==> src/rtl/pwm_pkg.sv <==
// Shared constants and types for the prescaled PWM generator.
// Holds the state type plus a helper that turns a divider select into a wrap value.
package pwm_pkg;

  localparam int unsigned CNT_W_DEF = 16;
  localparam int unsigned DIV_W     = 3;
  localparam int unsigned PRE_W     = 7;

  typedef enum logic {
    StIdle,
    StRun
  } state_e;

  // Last prescale count before wrap: 2^sel - 1. The 7-bit arithmetic makes sel=7 give 127.
  function automatic logic [PRE_W-1:0] div_mask(input logic [DIV_W-1:0] sel);
    return (PRE_W'(1) << sel) - PRE_W'(1);
  endfunction

endpackage

==> src/rtl/pwm_prescaled_gen_if.sv <==
// Control/status bundle of the prescaled PWM generator.
// The master side drives the run request and settings; the slave side returns the waveform.
interface pwm_prescaled_gen_if #(
  parameter int unsigned CNT_W = pwm_pkg::CNT_W_DEF
);
  import pwm_pkg::*;

  logic             enable;
  logic [DIV_W-1:0] div_sel;
  logic [CNT_W-1:0] period;
  logic [CNT_W-1:0] duty;
  logic             pwm_out;
  logic             tick;
  logic             period_end;
  logic             running;

  modport master (
    output enable, div_sel, period, duty,
    input  pwm_out, tick, period_end, running
  );

  modport slave (
    input  enable, div_sel, period, duty,
    output pwm_out, tick, period_end, running
  );

endinterface

==> src/rtl/pwm_prescaler.sv <==
// Power-of-two prescaler: counts 0..2^div_act-1 and flags the last count.
// clear holds the counter at zero; tick is raw and gated by the caller.
module pwm_prescaler
  import pwm_pkg::*;
(
  input  logic             clk,
  input  logic             reset_n,
  input  logic             clear,
  input  logic [DIV_W-1:0] div_act,
  output logic             tick
);

  logic [PRE_W-1:0] pre_q, pre_d;
  logic             at_top;

  assign at_top = (pre_q == div_mask(div_act));
  assign tick   = at_top;

  always_comb begin
    pre_d = pre_q + PRE_W'(1);
    if (clear || at_top) begin
      pre_d = '0;
    end
  end

  always_ff @(posedge clk or negedge reset_n) begin
    if (!reset_n) begin
      pre_q <= '0;
    end else begin
      pre_q <= pre_d;
    end
  end

endmodule

==> src/rtl/pwm_prescaled_gen.sv <==
// Prescaled PWM generator: IDLE/RUN control, period counter and shadow settings.
// Settings are sampled on start and at every period end, so mid-period writes never tear a period.
module pwm_prescaled_gen
  import pwm_pkg::*;
#(
  parameter int unsigned CNT_W = CNT_W_DEF
) (
  input  logic                clk,
  input  logic                reset_n,
  pwm_prescaled_gen_if.slave  bus
);

  state_e           state_q;
  logic [CNT_W-1:0] cnt_q;
  logic [DIV_W-1:0] div_act_q;
  logic [CNT_W-1:0] per_act_q;
  logic [CNT_W-1:0] duty_act_q;
  logic             pwm_q;

  logic run;
  logic pre_clear;
  logic pre_tick;
  logic tick_int;
  logic period_end_int;

  assign run            = (state_q == StRun);
  // Clear while idle and on the stopping edge so the prescaler is at 0 whenever RUN starts.
  assign pre_clear      = !(run && bus.enable);
  assign tick_int       = run && pre_tick;
  assign period_end_int = tick_int && (cnt_q == per_act_q);

  pwm_prescaler u_prescaler (
    .clk     (clk),
    .reset_n (reset_n),
    .clear   (pre_clear),
    .div_act (div_act_q),
    .tick    (pre_tick)
  );

  always_ff @(posedge clk or negedge reset_n) begin
    if (!reset_n) begin
      state_q    <= StIdle;
      cnt_q      <= '0;
      div_act_q  <= '0;
      per_act_q  <= '0;
      duty_act_q <= '0;
      pwm_q      <= 1'b0;
    end else begin
      pwm_q <= run && (cnt_q < duty_act_q);
      unique case (state_q)
        StIdle: begin
          cnt_q <= '0;
          if (bus.enable) begin
            state_q    <= StRun;
            div_act_q  <= bus.div_sel;
            per_act_q  <= bus.period;
            duty_act_q <= bus.duty;
          end
        end
        StRun: begin
          if (!bus.enable) begin
            state_q <= StIdle;
            cnt_q   <= '0;
          end else if (period_end_int) begin
            cnt_q      <= '0;
            div_act_q  <= bus.div_sel;
            per_act_q  <= bus.period;
            duty_act_q <= bus.duty;
          end else if (tick_int) begin
            cnt_q <= cnt_q + CNT_W'(1);
          end
        end
        default: begin
          state_q <= StIdle;
          cnt_q   <= '0;
        end
      endcase
    end
  end

  assign bus.pwm_out    = pwm_q;
  assign bus.tick       = tick_int;
  assign bus.period_end = period_end_int;
  assign bus.running    = run;

endmodule

==> src/flat_wrapper.sv <==
// flat-port wrapper written by rule: the top's interface ports become plain ports
module pwm_prescaled_gen_flat import pwm_pkg::*;
#(
  parameter int unsigned CNT_W = CNT_W_DEF
)
  (clk, reset_n, bus_enable, bus_div_sel, bus_period, bus_duty, bus_pwm_out, bus_tick, bus_period_end, bus_running);
  pwm_prescaled_gen_if #(.CNT_W(CNT_W)) bus_i ();
  input  logic clk;
  input  logic reset_n;
  input wire logic [$bits(bus_i.enable)-1:0] bus_enable;
  input wire logic [$bits(bus_i.div_sel)-1:0] bus_div_sel;
  input wire logic [$bits(bus_i.period)-1:0] bus_period;
  input wire logic [$bits(bus_i.duty)-1:0] bus_duty;
  output wire logic [$bits(bus_i.pwm_out)-1:0] bus_pwm_out;
  output wire logic [$bits(bus_i.tick)-1:0] bus_tick;
  output wire logic [$bits(bus_i.period_end)-1:0] bus_period_end;
  output wire logic [$bits(bus_i.running)-1:0] bus_running;
  assign bus_i.enable = bus_enable;
  assign bus_i.div_sel = bus_div_sel;
  assign bus_i.period = bus_period;
  assign bus_i.duty = bus_duty;
  assign bus_pwm_out = bus_i.pwm_out;
  assign bus_tick = bus_i.tick;
  assign bus_period_end = bus_i.period_end;
  assign bus_running = bus_i.running;
  pwm_prescaled_gen #(.CNT_W(CNT_W)) u_core (.clk(clk), .reset_n(reset_n), .bus(bus_i));
endmodule
==> config.mk <==
export PLATFORM = sky130hd
export DESIGN_NAME = pwm_prescaled_gen_flat
export DESIGN_NICKNAME = d
export VERILOG_FILES = /design/src/rtl/pwm_pkg.sv /design/src/rtl/pwm_prescaled_gen_if.sv /design/src/rtl/pwm_prescaler.sv /design/src/rtl/pwm_prescaled_gen.sv /design/src/flat_wrapper.sv
export SDC_FILE = /design/constraint.sdc
export NUM_CORES = 1
export LEC_CHECK = 0
export CAP_MARGIN = 20
export CORE_ASPECT_RATIO = 1.25
export CORE_MARGIN = 2
export CORE_UTILIZATION = 35
export DETAILED_ROUTE_END_ITERATION = 8
export GPL_TIMING_DRIVEN = 1
export HOLD_SLACK_MARGIN = 0.02
export PLACE_DENSITY = 0.65
export RECOVER_POWER = 50
export SYNTH_ARGS = -nofsm -noshare
export SYNTH_HDL_FRONTEND = slang
export SYNTH_SLANG_ARGS = --single-unit
==> constraint.sdc <==
create_clock -name clk -period 2.65 [get_ports clk]
set_input_delay 0.265 -clock clk [delete_from_list [all_inputs] [get_ports clk]]
set_output_delay 0.265 -clock clk [all_outputs]
set_load 0.1 [all_outputs]
## Word level (Yosys, flattened, before mapping)

Cells that the tools add are included.

- Bits in registers: 60
- Bits in latches: 0
- Memory bits (writable): 0
- Memory bits (read-only): 0
- Bits of input ports: 38
- Output and inout port bits: 4
- Logic and storage cells: 44
- Memories: 0

- Add/subtract/negate cells: 3
- Multipliers: 0
- Divide/modulo/power cells: 0
- Order comparisons: 1
- Eq/ne operators: 6
- Shift-type cells: 1
- Mux-type cells: 18
- Bitwise operators: 1
- Reduce and logical (&&, ||, !) cells: 7

Operators by type and width:

| kind | count |
|---|---|
| $mux 16 | 9 |
| $pmux 16 s2 | 3 |
| $add 16x1->16 const B | 1 |
| $eq 16x16->1 | 1 |
| $lt 16x16->1 | 1 |
| $mux 3 | 3 |
| $add 7x1->7 const B | 1 |
| $eq 7x7->1 | 1 |
| $mux 7 | 1 |
| $shl 1x3->7 const A | 1 |
| $sub 7x2->7 const B | 1 |
| $ne 2x2->1 const B | 3 |
| $pmux 3 s2 | 1 |
| $logic_and 1x1->1 | 4 |
| $ne 4x4->1 const B | 1 |
| $reduce_and 3->1 | 1 |
| $logic_not 1->1 | 1 |
| $logic_or 1x1->1 | 1 |
| $mux 1 | 1 |
| $not 1->1 | 1 |

## Longest topological paths before layout

- Word-level depth: 8
- Gate-level depth with buffers: 11
- Depth with buffers taken out: 9

## Modules after synthesis

A second synthesis with hierarchy kept.

- Cells, all modules: 463
- Area, all modules: 4,162.7 µm²

By module, submodules not included:

| module | times used | cells an instance | area each (µm²) | seq. area each (µm²) |
|---|---|---|---|---|
| pwm_prescaled_gen | 1 | 415 | 3,691.0 | 1,326.3 |
| pwm_prescaler | 1 | 48 | 471.7 | 175.2 |

## Worst setup path before layout

OpenSTA, ideal clock, no wires.

- Path kind: register to output
- Start: register u_core.div_act_q[0]
- End: output port bus_period_end
- Arrival: 2.792 ns
- Data required time: 2.385 ns
- Slack: -0.407 ns
- Stages on the path, launching flop included: 9
- Path buffers: 1
- Cell sequence: dfrtp_1 -> or3_4 -> ha_1 -> nor4b_1 -> a211oi_1 -> o22ai_2 -> o21a_1 -> buf_2 -> and3_1

- Word-level cells in the longest chain between the ends: 5

Ends and longest elaborated chain:

| what | RTL line | source |
|---|---|---|
| from (decl) | pwm_prescaled_gen.sv:15 | `logic [DIV_W-1:0] div_act_q;` |
| from (signal assigned) | pwm_prescaled_gen.sv:55 | `div_act_q <= bus.div_sel;` |
| from (signal assigned) | pwm_prescaled_gen.sv:66 | `div_act_q <= bus.div_sel;` |
| $shl 1x3->7 | pwm_pkg.sv:16 | `return (PRE_W'(1) << sel) - PRE_W'(1);` |
| $sub 7x2->7 | pwm_pkg.sv:16 |  |
| $eq 7x7->1 | pwm_prescaler.sv:16 | `assign at_top = (pre_q == div_mask(div_act));` |
| $logic_and 1x1->1 | pwm_prescaled_gen.sv:29 | `assign tick_int = run && pre_tick;` |
| $logic_and 1x1->1 | pwm_prescaled_gen.sv:30 | `assign period_end_int = tick_int && (cnt_q == per_act_q);` |
| to (decl) | flat_wrapper.sv:16 | `output wire logic [$bits(bus_i.period_end)-1:0] bus_period_end;` |

Every way passes these cells.

## Final worst setup path

- Start: register u_core.div_act_q[2]
- End: output port bus_period_end

Same word-level chain as after synthesis.

==> impl_metrics.toml <==
[grt]
grt_overflow_total = 0
grt_pass1_vias = 2766
grt_pass1_wl_um = 13500
antenna_found_initial = 0
grt_max_degree = 61
track_usage_pct = 15.4

[sta]
grt_setup_unrepaired = "yes"
slew_headroom_pct = -0.848
period_minus_slack_ns = 2.83
worst_pin_slew_ns = 1.51
skew_ns = 0.00718
setup_violations = 38
hold_violations = 0
min_period_over_period_pct = 107
holdWs_ns = 0.372
drv_slew = 61
setup_slack_ns = -0.176
clock.fmax_mhz = 354

[logic_synthesis]
synth-edff-count = 0
synthTopCellsByCount = "60 x dfrtp_1, 30 x mux2_4, 21 x xnor2_1"
syn-num-nets = 376
ys.flop_type = "dfrtp_1"
yosysSeqAreaShare_pct = 41.1
yosysMostFrequentCell = "dfrtp_1"
ys_seq_elements = 60
synth.avg_cell_area_um2 = 11.4
ys_async_sr_fraction_pct = 100
netlist_top_cells_area = "dfrtp_1 41%, mux2_4 12%, ha_1 6.2%"
synthesis.area_mm2 = 0.00365
synth.distinct_cells = 54
synth_top_area_share_pct = 41.1
yosys_warnings = 0
synth_top_area_cell = "dfrtp_1"
synthCells = 320

[die]
boundaryPins = 42
die_y_um = 118
die_area_mm2 = 0.0113
die_x_um = 95.4
fp.coreArea_mm2 = 0.0101
start_util_pct = 36.1
rows = 41

[power_and_ir_drop]
netSwitchingFraction_pct = 26.4
p_int_w = 0.00198
comb_power_share_pct = 20.5
netSwitchingPower_w = 0.000707
irDropWorstVdd_uv = 255
seqPwrFrac_pct = 39.8
clkPwrFrac_pct = 39.7
p_per_area_mw_per_mm2 = 570
cellLeakagePower_nw = 2.07
p_total_w = 0.00268

[route]
routed_wl_um = 8380
vias_per_cell = 5.19
dr.pass1.iters = 4
drt.antenna.violating_nets = 0
drc = 0
drt_iter0_drc = 105
num_vias = 2687
wl_per_cell_um = 16.2

[cts]
cts_root_buffer = "clkbuf_16"
clk_path_buf_depth = 2
insertion_delay_ns = 0.33
htree_levels = 3
cts.clk_slew.worst_paths_ns = 0.06
numCtsBuffers = 9
cts_hold_buf = 0
clock_sinks = 60
cts_tree = "built"

[worst_setup_path]
r2r-start = "u_core.div_act_q[2]"
r2r-end = "u_core.per_act_q[8]"
critPathArrivalTime_ns = 2.56
rrSetupSlack_ns = -0.14
cp-startpoint = "u_core.div_act_q[2]"
worstPathRequired_ns = 2.38
worstRegToRegCells = 11
start_kind = "flip-flop"
end_kind = "output port"
cp-endpoint = "bus_period_end"
crit_fanout = 6
critPathKind = "flip-flop to output port"

[finish]
stdcell_count = 518
final_nets = 440
regArea_mm2 = 0.00150
drive_gt1_share_pct = 26.7
multi_input_area_mm2 = 0.00202
syn2layout_area_growth_pct = 29.0
antennaDiodeCount = 0
nFillCells = 903

[place]
dpl.cell_count = 495
portBuffers = 41
place_hpwl_um = 5780
gp_congestion = 0.849

[run]
drv_cap = 1

[min_path]
hp-class = "primary input to async pin"

[run_status]
status = "finished with violations"
violations = "max-capacitance violations, max-slew violations, negative setup slack"
placed cells by master, fill, tap and decap left out, types with 4 or more instances in the layout:
master,synthesis,routed
nor3_1,7,7
nor2_1,8,7
and2_1,9,8
o21ai_0,8,8
or4_1,5,5
nand3_1,11,11
clkbuf_16,0,11
o31ai_1,5,4
ha_1,18,17
buf_12,3,5
mux2_2,5,5
a21o_1,8,8
xor2_1,6,5
inv_1,18,18
dfrtp_1,60,59
mux2_4,30,30
nand4_1,9,9
clkdlybuf4s50_1,0,35
or3_1,6,6
a21oi_1,19,19
buf_4,0,22
nand2_1,13,12
xnor2_1,21,20
power groups by stage:
| stage | logic (W) | registers [W] | clock network (W) |
|---|---|---|---|
| 2_1_floorplan | 0.000343 | 0.00107 | 0 |
| 3_3_place_gp | 0.000480 | 0.00108 | 0 |
| 3_5_place_dp | 0.000494 | 0.00108 | 0 |
| 4_1_cts | 0.000526 | 0.00107 | 0.00109 |
| 5_1_grt | 0.000600 | 0.00108 | 0.00113 |
| 6_report | 0.000551 | 0.00107 | 0.00107 |
state kept, by name, summed over array words and instances (netlist names):
register	count
u_core.cnt_q	16
u_core.duty_act_q	16
u_core.per_act_q	16
u_core.u_prescaler.pre_q	7
u_core.div_act_q	3
u_core.bus.pwm_out	1
u_core.bus.running	1
worst min-delay path by stage:
stage | endpoint | start | slack (ns) | cells past startpoint
CTS | u_core.div_act_q[0] | reset_n | 0.13 | 2
detailed placement | u_core.div_act_q[0] | reset_n | 0.48 | 2
global route | u_core.duty_act_q[3] | u_core.duty_act_q[3] | 0.52 | 1
global placement | u_core.div_act_q[2] | reset_n | 0.47 | 2
finish | u_core.duty_act_q[10] | reset_n | 0.37 | 2
floorplan | u_core.bus.pwm_out | reset_n | -0.03 | 0
worst max-delay path, stage by stage (launching register included):
cell and delay (ns):
dfrtp_2 0.43, or3_4 0.36, ha_4 0.21, nor4bb_2 0.33, a211oi_2 0.08, o22ai_2 0.14
buf_4 0.14, o21a_1 0.16, and3_4 0.21, buf_12 0.17
cell type report:
class                      count  share of cell area [%]
clock buffer                  12                    5.23
clock inverter                 4                   0.531
inverter                      18                    1.43
multi-input combinational    228                    42.9
sequential                    60                    31.9
tap                          129                    3.43
timing repair buffer          67                    14.6
logic make-up after synthesis:
family          synth area share [%]
compound gates                  10.6
fa+ha+maj                       6.17
buf+inv                         6.07
mux                             14.4
xor+xnor                        6.48
simple gates                    15.2
flops                           41.1
stage by stage:
| stage | setup slack, ns | setup TNS (ns) | util (%) | area (um^2) |
|---|---|---|---|---|
| finish | -0.176 | -3.97 | 46.6 | 4710 |
| global route | -0.262 | -8.38 | 46.6 | 4710 |
| CTS | -0.128 | -0.992 | 45.5 | 4600 |
| detailed placement | -0.0152 | -0.0624 | 42.1 | 4260 |
| global placement | 0.0472 | 0 | 42.1 | 4260 |
| floorplan | -0.000565 | -0.000565 | - | 3680 |
metal layers:
| layer | up-vias | track usage, % | share of wire [%] |
|---|---|---|---|
| met5 | - | 0 | 0 |
| met4 | 0 | 6.88 | 2.1 |
| met3 | 15 | 3.00 | 3.2 |
| met2 | 61 | 24.9 | 52 |
| met1 | 1330 | 19.6 | 43 |
| li1 | 1281 | - | - |
repair_timing:
| action | 4_1_cts | 5_1_grt |
|---|---|---|
| endpoints found under the hold margin | 0 | 0 |
| resized for setup | 9 | 8 |
| setup endpoints to repair | 45 | 46 |
| setup buffers | 4 | 1 |
| gates cloned | 0 | 2 |
| pin swaps | 6 | 6 |
No activity file was read; power rests on OpenSTA's default activity.
